[config.mk]
export PLATFORM = sky130hd
export DESIGN_NAME = alu_cmd_controller
export DESIGN_NICKNAME = d
export VERILOG_FILES = /design/src/rtl/alu_pkg.sv /design/src/rtl/alu_cmd_fifo.sv /design/src/rtl/alu_cmd_controller.sv
export SDC_FILE = /design/constraint.sdc
export NUM_CORES = 1
export LEC_CHECK = 0
export BUFFER_PORTS_ARGS = -buffer_cell sky130_fd_sc_hd__buf_4
export CORE_MARGIN = 3
export CORE_UTILIZATION = 40
export CTS_BUF_LIST = sky130_fd_sc_hd__clkbuf_8
export DETAILED_ROUTE_END_ITERATION = 16
export REMOVE_ABC_BUFFERS = 1
export SLEW_MARGIN = 20
export SYNTH_ARGS = -nofsm -noshare
export SYNTH_HDL_FRONTEND = slang
export SYNTH_SLANG_ARGS = --single-unit
[constraint.sdc]
create_clock -name clk -period 4.6 [get_ports clk]
set_input_delay 0.69 -clock clk [delete_from_list [all_inputs] [get_ports clk]]
set_output_delay 0.69 -clock clk [all_outputs]
set_load 0.02 [all_outputs]
[src/rtl/alu_pkg.sv]
// Shared opcode, flag-index and FSM-state definitions for the ALU command controller.
package alu_pkg;

    localparam logic [3:0] OP_ADD  = 4'b0000;
    localparam logic [3:0] OP_SUB  = 4'b0001;
    localparam logic [3:0] OP_MUL  = 4'b0010;
    localparam logic [3:0] OP_GT   = 4'b0011;
    localparam logic [3:0] OP_LT   = 4'b0100;
    localparam logic [3:0] OP_EQ   = 4'b0101;
    localparam logic [3:0] OP_AND  = 4'b0110;
    localparam logic [3:0] OP_OR   = 4'b0111;
    localparam logic [3:0] OP_XOR  = 4'b1000;
    localparam logic [3:0] OP_SHL  = 4'b1001;
    localparam logic [3:0] OP_SHR  = 4'b1010;
    localparam logic [3:0] OP_LAST = OP_SHR;

    localparam int FLG_CERO  = 0;
    localparam int FLG_NEG   = 1;
    localparam int FLG_OVF   = 2;
    localparam int FLG_CARRY = 3;
    localparam int FLG_ERR   = 4;
    localparam int FLG_W     = 5;

    // Shift distances beyond one operand width leave no meaningful carry bit.
    localparam int SHIFT_MAX = 8;

    typedef enum logic [1:0] {
        ST_IDLE  = 2'd0,
        ST_ISSUE = 2'd1,
        ST_HOLD  = 2'd2
    } ctrl_state_t;

    function automatic logic [FLG_W-1:0] pack_flags(
        input logic err,
        input logic carry,
        input logic ovf,
        input logic neg,
        input logic cero
    );
        logic [FLG_W-1:0] f;
        f            = '0;
        f[FLG_ERR]   = err;
        f[FLG_CARRY] = carry;
        f[FLG_OVF]   = ovf;
        f[FLG_NEG]   = neg;
        f[FLG_CERO]  = cero;
        return f;
    endfunction

endpackage

[src/rtl/alu_cmd_fifo.sv]
// Synchronous command FIFO; head entry is visible on dout while not empty.
module alu_cmd_fifo #(
    parameter int DEPTH = 4,
    parameter int WIDTH = 20,
    localparam int PTR_W = $clog2(DEPTH),
    localparam int CNT_W = $clog2(DEPTH) + 1
) (
    input  logic             clk,
    input  logic             rst,
    input  logic             push,
    input  logic             pop,
    input  logic [WIDTH-1:0] din,
    output logic [WIDTH-1:0] dout,
    output logic [CNT_W-1:0] count,
    output logic             full,
    output logic             empty
);

    localparam logic [PTR_W-1:0] PTR_ONE = PTR_W'(1);
    localparam logic [CNT_W-1:0] CNT_ONE = CNT_W'(1);
    localparam logic [CNT_W-1:0] CNT_MAX = CNT_W'(DEPTH);

    logic [WIDTH-1:0] mem [DEPTH];
    logic [PTR_W-1:0] wr_ptr;
    logic [PTR_W-1:0] rd_ptr;
    logic             do_push;
    logic             do_pop;

    assign full    = (count == CNT_MAX);
    assign empty   = (count == '0);
    assign do_push = push && !full;
    assign do_pop  = pop && !empty;
    assign dout    = mem[rd_ptr];

    always_ff @(posedge clk) begin
        if (do_push) begin
            mem[wr_ptr] <= din;
        end
    end

    // Depth is a power of two, so the pointers wrap on their own.
    always_ff @(posedge clk) begin
        if (rst) begin
            wr_ptr <= '0;
            rd_ptr <= '0;
            count  <= '0;
        end else begin
            if (do_push) begin
                wr_ptr <= wr_ptr + PTR_ONE;
            end
            if (do_pop) begin
                rd_ptr <= rd_ptr + PTR_ONE;
            end
            case ({do_push, do_pop})
                2'b10:   count <= count + CNT_ONE;
                2'b01:   count <= count - CNT_ONE;
                default: count <= count;
            endcase
        end
    end

endmodule

[src/rtl/alu_cmd_controller.sv]
// Command front-end and result back-end around an external 8-bit combinational ALU.
//
// state    | meaning
// ---------+--------------------------------------------------------------
// ST_IDLE  | no command in flight; pops the FIFO head as soon as one exists
// ST_ISSUE | operands registered on alu_*, ALU settling; capture on next edge
// ST_HOLD  | result presented on res_*; waits for res_ready
module alu_cmd_controller
    import alu_pkg::*;
#(
    parameter int FIFO_DEPTH = 4,
    parameter int DATA_W     = 8,
    parameter int RES_W      = 16,
    parameter int SEL_W      = 4
) (
    input  logic              clk,
    input  logic              rst,
    input  logic              cmd_valid,
    output logic              cmd_ready,
    input  logic [SEL_W-1:0]  cmd_sel,
    input  logic [DATA_W-1:0] cmd_a,
    input  logic [DATA_W-1:0] cmd_b,
    output logic [SEL_W-1:0]  alu_sel,
    output logic [DATA_W-1:0] alu_a,
    output logic [DATA_W-1:0] alu_b,
    input  logic [RES_W-1:0]  alu_c,
    input  logic              alu_carry,
    input  logic              alu_overflow,
    input  logic              alu_negativo,
    input  logic              alu_cero,
    output logic              res_valid,
    input  logic              res_ready,
    output logic [RES_W-1:0]  res_data,
    output logic [FLG_W-1:0]  res_flags,
    output logic [15:0]       ops_done,
    output logic              busy
);

    localparam int ENT_W = SEL_W + 2 * DATA_W;
    localparam int CNT_W = $clog2(FIFO_DEPTH) + 1;

    ctrl_state_t       state;
    ctrl_state_t       state_nxt;

    logic [ENT_W-1:0]  fifo_dout;
    logic [CNT_W-1:0]  fifo_count;
    logic              fifo_full;
    logic              fifo_empty;
    logic              push;
    logic              pop;
    logic              capture;
    logic              res_fire;

    logic              cap_err;
    logic              shift_big;
    logic [RES_W-1:0]  cap_data;
    logic [FLG_W-1:0]  cap_flags;

    assign cmd_ready = !rst && !fifo_full;
    assign push      = cmd_valid && cmd_ready;
    assign res_fire  = res_valid && res_ready;
    assign busy      = (state != ST_IDLE) || (fifo_count != '0);

    alu_cmd_fifo #(
        .DEPTH (FIFO_DEPTH),
        .WIDTH (ENT_W)
    ) u_fifo (
        .clk   (clk),
        .rst   (rst),
        .push  (push),
        .pop   (pop),
        .din   ({cmd_sel, cmd_a, cmd_b}),
        .dout  (fifo_dout),
        .count (fifo_count),
        .full  (fifo_full),
        .empty (fifo_empty)
    );

    always_ff @(posedge clk) begin
        if (rst) begin
            state <= ST_IDLE;
        end else begin
            state <= state_nxt;
        end
    end

    always_comb begin
        state_nxt = state;
        case (state)
            ST_IDLE: begin
                if (!fifo_empty) begin
                    state_nxt = ST_ISSUE;
                end
            end
            ST_ISSUE: begin
                state_nxt = ST_HOLD;
            end
            ST_HOLD: begin
                if (res_ready) begin
                    state_nxt = fifo_empty ? ST_IDLE : ST_ISSUE;
                end
            end
            default: begin
                state_nxt = ST_IDLE;
            end
        endcase
    end

    // A completed handshake and the next pop share one edge, giving one result per two cycles.
    always_comb begin
        pop     = 1'b0;
        capture = 1'b0;
        case (state)
            ST_IDLE:  pop     = !fifo_empty;
            ST_ISSUE: capture = 1'b1;
            ST_HOLD:  pop     = res_ready && !fifo_empty;
            default: begin
                pop     = 1'b0;
                capture = 1'b0;
            end
        endcase
    end

    always_comb begin
        cap_err   = (alu_sel > SEL_W'(OP_LAST));
        shift_big = ((alu_sel == SEL_W'(OP_SHL)) || (alu_sel == SEL_W'(OP_SHR)))
                    && (alu_b > DATA_W'(SHIFT_MAX));
        cap_data  = alu_c;
        cap_flags = pack_flags(1'b0, alu_carry && !shift_big, alu_overflow,
                               alu_negativo, alu_cero);
        if (cap_err) begin
            cap_data  = '0;
            cap_flags = pack_flags(1'b1, 1'b0, 1'b0, 1'b0, 1'b0);
        end
    end

    always_ff @(posedge clk) begin
        if (rst) begin
            alu_sel   <= '0;
            alu_a     <= '0;
            alu_b     <= '0;
            res_valid <= 1'b0;
            res_data  <= '0;
            res_flags <= '0;
            ops_done  <= '0;
        end else begin
            if (pop) begin
                {alu_sel, alu_a, alu_b} <= fifo_dout;
            end
            if (capture) begin
                res_data  <= cap_data;
                res_flags <= cap_flags;
                res_valid <= 1'b1;
            end else if (res_fire) begin
                res_valid <= 1'b0;
            end
            if (res_fire) begin
                ops_done <= ops_done + 16'd1;
            end
        end
    end

endmodule
### Word-level counts from Yosys, hierarchy flattened

Memory sizes are Yosys's and may differ from the RTL's. A register that Yosys moved wholly into a read port is not among the register bits.
Index checks and enable logic that the tools add are counted.

| cells by class | value |
|---|---|
| add/sub/neg operators | 5 |
| multiply operators | 0 |
| div/mod/pow operators | 0 |
| order comparisons | 2 |
| equality and inequality tests | 9 |
| shifts and indexed selects | 0 |
| muxes and demuxes | 13 |
| bitwise gates (word level) | 0 |
| reductions and logical operators | 21 |

Operators by type and width:

| operator | count |
|---|---|
| adder 16 x 1 -> 16 bit (second input constant) | 1 |
| 2-to-1 mux 16 bit | 1 |
| == test 4 bit (second input constant) | 2 |
| > comparator 8 x 4 -> 1 bit (second input constant) | 1 |
| logical AND 1 bit | 8 |
| 2-to-1 mux 1 bit | 6 |
| one-hot mux 2 bit (3 select lines) | 1 |
| one-hot mux 3 bit (2 select lines) | 1 |
| nonzero test 2 bit | 3 |
| 2-to-1 mux 5 bit | 1 |
| adder 2 x 1 -> 2 bit (second input constant) | 2 |
| == test 2 x 1 -> 1 bit (second input constant) | 2 |
| == test 2 bit (second input constant) | 2 |
| > comparator 4 bit (second input constant) | 1 |
| zero test 1 bit | 4 |
| 2-to-1 mux 2 bit | 2 |
| inequality test 2 bit (second input constant) | 2 |
| adder 3 x 1 -> 3 bit (second input constant) | 1 |
| == test 3 bit (second input constant) | 1 |
| zero test 3 bit | 1 |
| nonzero test 3 bit | 1 |
| subtractor 3 x 1 -> 3 bit (second input constant) | 1 |
| zero test 2 bit | 1 |
| logical OR 1 bit | 2 |
| 2 further kinds | 2 |

| word-level totals | value |
|---|---|
| bits in registers | 47 |
| latch bits | 0 |
| bits in writable memories | 80 |
| memory bits (read-only) | 0 |
| bits of input ports | 44 |
| output and inout bits | 60 |
| word-level logic and storage cells | 59 |
| memories kept | 1 |

Memories:

| memory | words | bits a word | rd ports | clocked after memory_dff | write ports | line | RTL |
|---|---|---|---|---|---|---|---|
| u_fifo.mem | 4 | 20 | 1 | 1 | 1 | alu_cmd_fifo.sv:23 | `logic [WIDTH-1:0] mem [DEPTH];` |

### Longest topological paths before layout

Gate-level depths: netlist (run 1).

| logic depth | value |
|---|---|
| depth in word-level cells | 7 |
| mapped depth | 10 |
| gate-level depth less buffers | 9 |

### Modules after synthesis

From an unflattened synthesis (run 1), not the netlist that was laid out.

| second synthesis, totals | value |
|---|---|
| cell total of the unflattened synthesis | 422 |
| area total of the unflattened synthesis | 5615.4 sq um |

By module, submodules not included:

| module | times used | cells each | area an instance (sq um) |
|---|---|---|---|
| alu_cmd_fifo | 1 | 158 | 3358.2 |
| alu_cmd_controller | 1 | 264 | 2257.2 |

### Worst setup path after synthesis (run 1)

Ideal clock, no wire load.

| path | value |
|---|---|
| path type | input-to-reg |
| from | in res_ready |
| to | reg u_fifo.count[2] |
| library setup time | 70 ps |
| arrival | 2456 ps |
| path slack | 2073 ps |
| cell stages on the path | 10 |
| buffers on the path | 1 |
| cells stage by stage | nor2b_1 > or3_4 > inv_2 > buf_4 > ha_1 > inv_1 > fa_1 > xor2_1 > or3_1 > a21oi_1 |

| on the way | value |
|---|---|
| longest elaborated chain between the ends | 5 |

RTL lines:

| element | line | RTL |
|---|---|---|
| from (decl) | alu_cmd_controller.sv:32 | `input logic res_ready,` |
| logical AND 1 bit * | alu_cmd_controller.sv:116 | `ST_HOLD: pop = res_ready && !fifo_empty;` |
| one-hot mux 1 bit (2 select lines) * | alu_cmd_controller.sv:113 | `case (state)` |
| logical AND 1 bit * | alu_cmd_fifo.sv:32 | `assign do_pop = pop && !empty;` |
| via u_fifo.do_pop | alu_cmd_fifo.sv:27 | `logic do_pop;` |
| == test 2 x 1 -> 1 bit / == test 2 bit (equally long branches) | alu_cmd_fifo.sv:54 | `case ({do_push, do_pop})` |
| one-hot mux 3 bit (2 select lines) / nonzero test 2 bit (equally long branches) | - |  |
| to (signal assigned) | alu_cmd_fifo.sv:55 | `2'b10: count <= count + CNT_ONE;` |
| to (signal assigned) | alu_cmd_fifo.sv:56 | `2'b01: count <= count - CNT_ONE;` |
| to (signal assigned) | alu_cmd_fifo.sv:57 | `default: count <= count;` |
| to (decl) | alu_cmd_fifo.sv:14 | `output logic [CNT_W-1:0] count,` |

Mark *: on every way through the listed nets, which the timed path passes. The rest lies on a longest branch.
A chain may end at the register's enable or synchronous reset.

### Worst setup path in the final report (run 1)

| path | value |
|---|---|
| from | reg u_fifo.count[2] |
| to | reg u_fifo.count[2] |

| on the way | value |
|---|---|
| longest elaborated chain between the ends | 7 |

RTL lines:

| element | line |
|---|---|
| zero test 3 bit / == test 3 bit (equally long branches) | alu_cmd_fifo.sv:30, alu_cmd_fifo.sv:29 |
| zero test 1 bit, on equally long branches | - |
| logical AND 1 bit, on equally long branches | alu_cmd_controller.sv:116, alu_cmd_controller.sv:59 |
| one-hot mux 1 bit (2 select lines) / logical AND 1 bit (equally long branches) | alu_cmd_controller.sv:113, alu_cmd_controller.sv:60 |
| logical AND 1 bit, on equally long branches | alu_cmd_fifo.sv:32, alu_cmd_fifo.sv:31 |
| == test 2 x 1 -> 1 bit / == test 2 bit (equally long branches) | alu_cmd_fifo.sv:54 |
| one-hot mux 3 bit (2 select lines) / nonzero test 2 bit (equally long branches) | - |

Several ways; a longest one is shown, not always the timed one.

==> impl_metrics.ini, run 1 <==
[global_route]
grt_usage_pct = 14.8
overflow = 0
antenna_found_initial = 0
grt_pass1_vias = 3375
grt_pass1_wl_mm = 17.0
grt_max_degree = 73

[logic_synthesis]
ys_types = 40
syn_inst = 410
synth_top_cell_by_area = edfxtp_1
ys.flop_type = edfxtp_1
synth_edf_count = 80
seq_area_frac_synth_pct = 67.2
netlist_area_um2 = 5570
synth.top_cells.by_area = edfxtp_1, dfxtp_1, mux4_2
synth_common_cells = edfxtp_1, dfxtp_1, nand2_1, nor2_1, a21oi_1
synth-async-reset-ratio_pct = 0
ys_seq_elements = 147
syn_area_per_cell_um2 = 13.6
synth_most_common_cell = edfxtp_1
yosysWarnings = 0
yosysTopAreaCellShare_pct = 43.1

[timing]
rsz0062_at_grt = false
slew_violations = 0
finalCriticalPeriod_ps = 2770
max_freq_mhz = 361
timing.final.crit_share_pct = 60.3
timing.slew.headroom_pct = 31.6
tightest_slew_ps = 1020
finClkSkew_ps = 10.2
holdWs_ps = 452
setup_viol = 0
finalHoldViolCount = 0
fin_ws_ps = 1830
setup_tns_ps = 0

[routing]
drcViolationCount = 0
avgRoutedWirePerCell_um = 15.5
final_antenna_net_count = 0
vias_per_cell = 4.87
first_pass_iters = 5
vias = 3427
drt-total-wl_mm = 10.9
drt_iter0_markers = 213

[place]
io_buffers = 103
dpl_worst_slack_ps = 1450
gp_congestion = 0.705
dp_hpwl_mm = 7.16

[hold_path]
hold_path_depth = 1
hold_class = primary input to register

[worst_setup_path]
path_max_fanout = 22
cp.required_ps = 4960
start_kind = register
arrival_ps = 3130
setup.worst_path.class = register to register
reg2reg_depth = 9
endpoint_kind = register

[clock_tree]
root_buffer = clkbuf_8
cts_sinks = 147
cts_tree = done
cts_max_path_buffers = 2
insertion_delay_ps = 440
htree_levels = 4
clkTransAtPathRegs_ps = 80
ctsResizeCount = 0
cts_setup_buffers = 0
ctsHoldBuffers = 0
numCtsBuffers = 17

[die]
die_x_um = 124
io_pins = 104
chipHeight_um = 124
rows = 42
start_util_pct = 41.4
die_area_um2 = 15400
core-area_um2 = 13500

[pwr]
p_leak_nw = 2.51
worst_ir_drop_vdd_mv = 0.309
totalPowerFinal_mw = 3.63
power_density_nw_per_um2 = 530

[job]
cap_violations = 0

[run_status]
status = complete, no violations

[finish]
syn_to_final_growth_pct = 22.8
drive_gt1_share_pct = 31.5
nets = 565
fin_util_pct = 50.8
diodes = 0
## logic make-up (layout without fill, tap and decap cells)
kind of cell    after synthesis  count (layout)  share of synthesized area, %
compound gates               55              55                          6.13
xor+xnor                     18              18                          2.83
fa+ha+maj                     7               7                          1.71
buf+inv                      31             148                          2.31
flops                       147             147                          67.2
mux                          22              22                          8.49
simple gates                130             130                          11.3
## worst max-delay path, cell delays in order (launching register included)
cell,delay [ps]
dfxtp_1,410
nor3_1,120
or3_4,510
inv_2,340
ha_1,260
inv_1,60
fa_1,390
xor2_1,160
or3_1,310
a21oi_1,140
## power by group
part / internal, mW / switching, mW / total (mW)
clock: 0.376 / 0.489 / 0.865
sequential: 1.57 / 0.148 / 1.71
combinational: 0.454 / 0.592 / 1.05
total: 2.40 / 1.23 / 3.63
## flip-flops by register name, summed over array words and instances (netlist names)
signal and cells:
alu_a 8, alu_b 8, alu_sel 4, ops_done 16, res_data 16, res_flags 5, res_valid 1, state 2
u_fifo.count 3, u_fifo.mem 80, u_fifo.rd_ptr 2, u_fifo.wr_ptr 2
## cells in the final DEF, fill, tap and decap left out, drive strengths merged, types with 5 or more instances in the layout
master  netlist  final
buf           8    105
nand2        49     49
clkinv        0      7
xor2          6      6
nor3          5      5
mux4         20     20
a21oi        28     28
inv          11     16
ha            6      6
nor2         42     42
edfxtp       80     80
a22oi        19     19
clkbuf       12     17
xnor2        12     12
dfxtp        67     67
nor4          5      5
nand3         5      5
## through the flow
stage,std cells,cell area [um2]
2_1_floorplan,390,5480
3_3_place_gp,671,6490
3_5_place_dp,671,6490
4_1_cts,703,6830
5_1_grt,703,6840
6_report,703,6840
## layer usage
metal	track usage [%]	part of all wire [%]	vias up
met1	19.3	45	1622
li1	-	-	1692
met5	0	0	-
met3	4.63	7.2	10
met4	5.48	1.1	0
met2	23.4	46	103
## layout make-up
class	instances	area (um2)
Tap cell	176	220
Clock inverter	15	110
Multi-Input combinational cell	232	1700
Timing Repair Buffer	105	788
Sequential cell	147	3740
Fill cell	1203	6620
Inverter	11	41.3
Clock buffer	17	234
## path summary, 6_finish.rpt
check,endpoint,startpoint,slack (ps)
worst max-delay path,u_fifo.count[2],u_fifo.count[2],1830
worst min register to register,alu_a[7],alu_a[7],470
worst max register to register,u_fifo.count[2],u_fifo.count[2],1830
worst min-delay path,u_fifo.mem[3][5],cmd_b[5],450
Note: power is estimated with default switching activity, not from simulation.
==> inputs of run 2 (changes only) <==
--- a/config.mk
+++ b/config.mk
@@ -5,6 +5,7 @@
 export SDC_FILE = /design/constraint.sdc
 export NUM_CORES = 1
 export LEC_CHECK = 0
+export ABC_AREA = 1
 export BUFFER_PORTS_ARGS = -buffer_cell sky130_fd_sc_hd__buf_4
 export CORE_MARGIN = 3
 export CORE_UTILIZATION = 40
==> constraint.sdc (replaced) <==
create_clock -name clk -period 2.25 [get_ports clk]
set_input_delay 0.3375 -clock clk [delete_from_list [all_inputs] [get_ports clk]]
set_output_delay 0.3375 -clock clk [all_outputs]
set_load 0.02 [all_outputs]
==> impl_metrics.ini, run 2 <==
[finish]
final_cell_mix = nor2_1, buf_4, nand2_1
syn_to_final_growth_pct = 23.4
multiInputGateArea_um2 = 1790
fillers = 1271
drive_gt1_share_pct = 21.9
regArea_um2 = 3740
diodes = 0
fin_area_um2 = 7190
reg_top3 = u_fifo.mem: 80 flops, ops_done: 16 flops, res_data: 16 flops
final_common_cell = nor2_1
instances_no_fill = 901
nets = 759
largest_register = u_fifo.mem
largest_reg_flops = 80

[worst_setup_path]
reg2reg_slack_ps = 420
start_kind = register
crit_family = adder cells
path_cells = inv_1, nand3_1, nand2_4, clkinv_2, ha_1, inv_1, fa_1, a21oi_1, o21ai_0, nand2_1, nand2_1, nor2_1
path_max_fanout = 6
reg2reg_depth = 12
max_stage_delay_ps = 380
rr_startpoint = u_fifo.count[0]
crit_buf_inv = 3
cp.required_ps = 2620
arrival_ps = 2200
endpoint_kind = register
critPathSlowestCell = fa_1
setup.worst_path.class = register to register
timing.rr.end = u_fifo.count[2]

[timing]
finalHoldViolCount = 0
slew_violations = 0
setup_viol = 0
timing.slew.headroom_pct = 57.9
rsz0062_at_grt = false
max_freq_mhz = 547
finClkSkew_ps = 10.3
timing.final.crit_share_pct = 81.2
tightest_slew_ps = 630
finalCriticalPeriod_ps = 1830

[clock_tree]
cts_sinks = 147
ctsResizeCount = 0
cts_max_path_buffers = 2
cts_setup_buffers = 0
cts_tree = done
ctsHoldBuffers = 0
insertion_delay_ps = 440
root_buffer = clkbuf_8
htree_levels = 4
clkTransAtPathRegs_ps = 80
numCtsBuffers = 17

[logic_synthesis]
yosysTopAreaCellShare_pct = 41.2
syn_area_per_cell_um2 = 9.67
synth_common_cells = nor2_1, nand2_1, edfxtp_1, dfxtp_1, o21ai_0
seq_area_frac_synth_pct = 64.3
synth_edf_count = 80
ys.flop_type = edfxtp_1
syn_inst = 602
netlist_area_um2 = 5820
yosysWarnings = 0
synth_top_cell_by_area = edfxtp_1
synth_most_common_cell = nor2_1
ys_types = 31
ys_seq_elements = 147
synth.top_cells.by_area = edfxtp_1, dfxtp_1, nor2_1
synth-async-reset-ratio_pct = 0

[die]
rows = 43
chipHeight_um = 127
core-area_um2 = 14000
io_pins = 104
die_x_um = 127
start_util_pct = 41.5
die_area_um2 = 16000

[place]
postPlaceCellArea_um2 = 6780
gp_congestion = 0.800
placed_cells = 869
io_buffers = 103
dp_hpwl_mm = 8.14

[run_status]
status = complete, no violations

[pwr]
power_density_nw_per_um2 = 1090
worst_ir_drop_vdd_mv = 0.643
p_leak_nw = 2.83

[routing]
drcViolationCount = 0
avgRoutedWirePerCell_um = 14.1
drt_iter0_markers = 253
vias = 4374
final_antenna_net_count = 0
vias_per_cell = 4.85
drt-total-wl_mm = 12.7
first_pass_iters = 4

[global_route]
grt_pass1_wl_mm = 20.6
grt_max_degree = 44
overflow = 0
grt_pass1_vias = 4273
antenna_found_initial = 0
grt_usage_pct = 16.2

[hold_path]
hold_start = cmd_a[6]
whs_endpoint = u_fifo.mem[2][14]
hold_path_depth = 1
hold_class = primary input to register

[job]
cap_violations = 0
run 2: kinds of logic (layout without fill, tap and decap cells):
group	Yosys count	in the layout	share of synthesized area, %
flip-flops	147	147	64.3
buffers and inverters	69	188	5.20
AND/OR/NAND/NOR	249	249	17.2
adder cells (fa/ha/maj)	7	7	1.63
AO/OA/AOI/OAI	129	129	11.5
XOR/XNOR	1	1	0.150
run 2: layout make-up:
type	instances	area share, %
Sequential cell	147	52.1
Multi-Input combinational cell	386	24.9
Timing Repair Buffer	115	12.0
Clock buffer	17	3.26
Tap cell	180	3.13
Clock inverter	15	2.49
Inverter	41	2.16
run 2: worst max path at each step:
stage | from | end | slack [ps] | depth (start not counted)
global placement | res_ready | u_fifo.count[2] | 430 | 12
CTS | u_fifo.count[1] | u_fifo.count[2] | 420 | 12
global route | u_fifo.count[0] | u_fifo.count[2] | 160 | 11
floorplan | rst | u_fifo.mem[0][0] | -240 | 3
detailed placement | res_ready | u_fifo.count[2] | 360 | 12
finish | u_fifo.count[0] | u_fifo.count[2] | 420 | 12
run 2: per-stage QoR:
stage	TNS [ps]	hold slack, ps	power (mW)	utilization [%]	setup slack [ps]
after global routing	0	59.2	8.37	51.2	157
after global placement	0	454	5.78	48.2	433
after floorplan	-18890	400	4.86	-	-236
after CTS	0	53.7	7.98	51.2	418
final	0	96.6	7.87	51.2	423
after detailed placement	0	460	5.84	48.2	359
run 2: where the power goes:
part | internal, mW | switching [mW] | total (mW)
sequential | 3.15 | 0.206 | 3.36
clock | 1.18 | 0.934 | 2.12
combinational | 0.852 | 1.54 | 2.39
total | 5.19 | 2.68 | 7.87
run 2: layer usage:
layer  GRT usage, %  vias up  routed length, um
met3           5.77       12               1040
met2           26.4      120               5850
met5              0        -                  0
met4           5.11        0                110
met1           20.2     2034               5700
li1               -     2208                  -
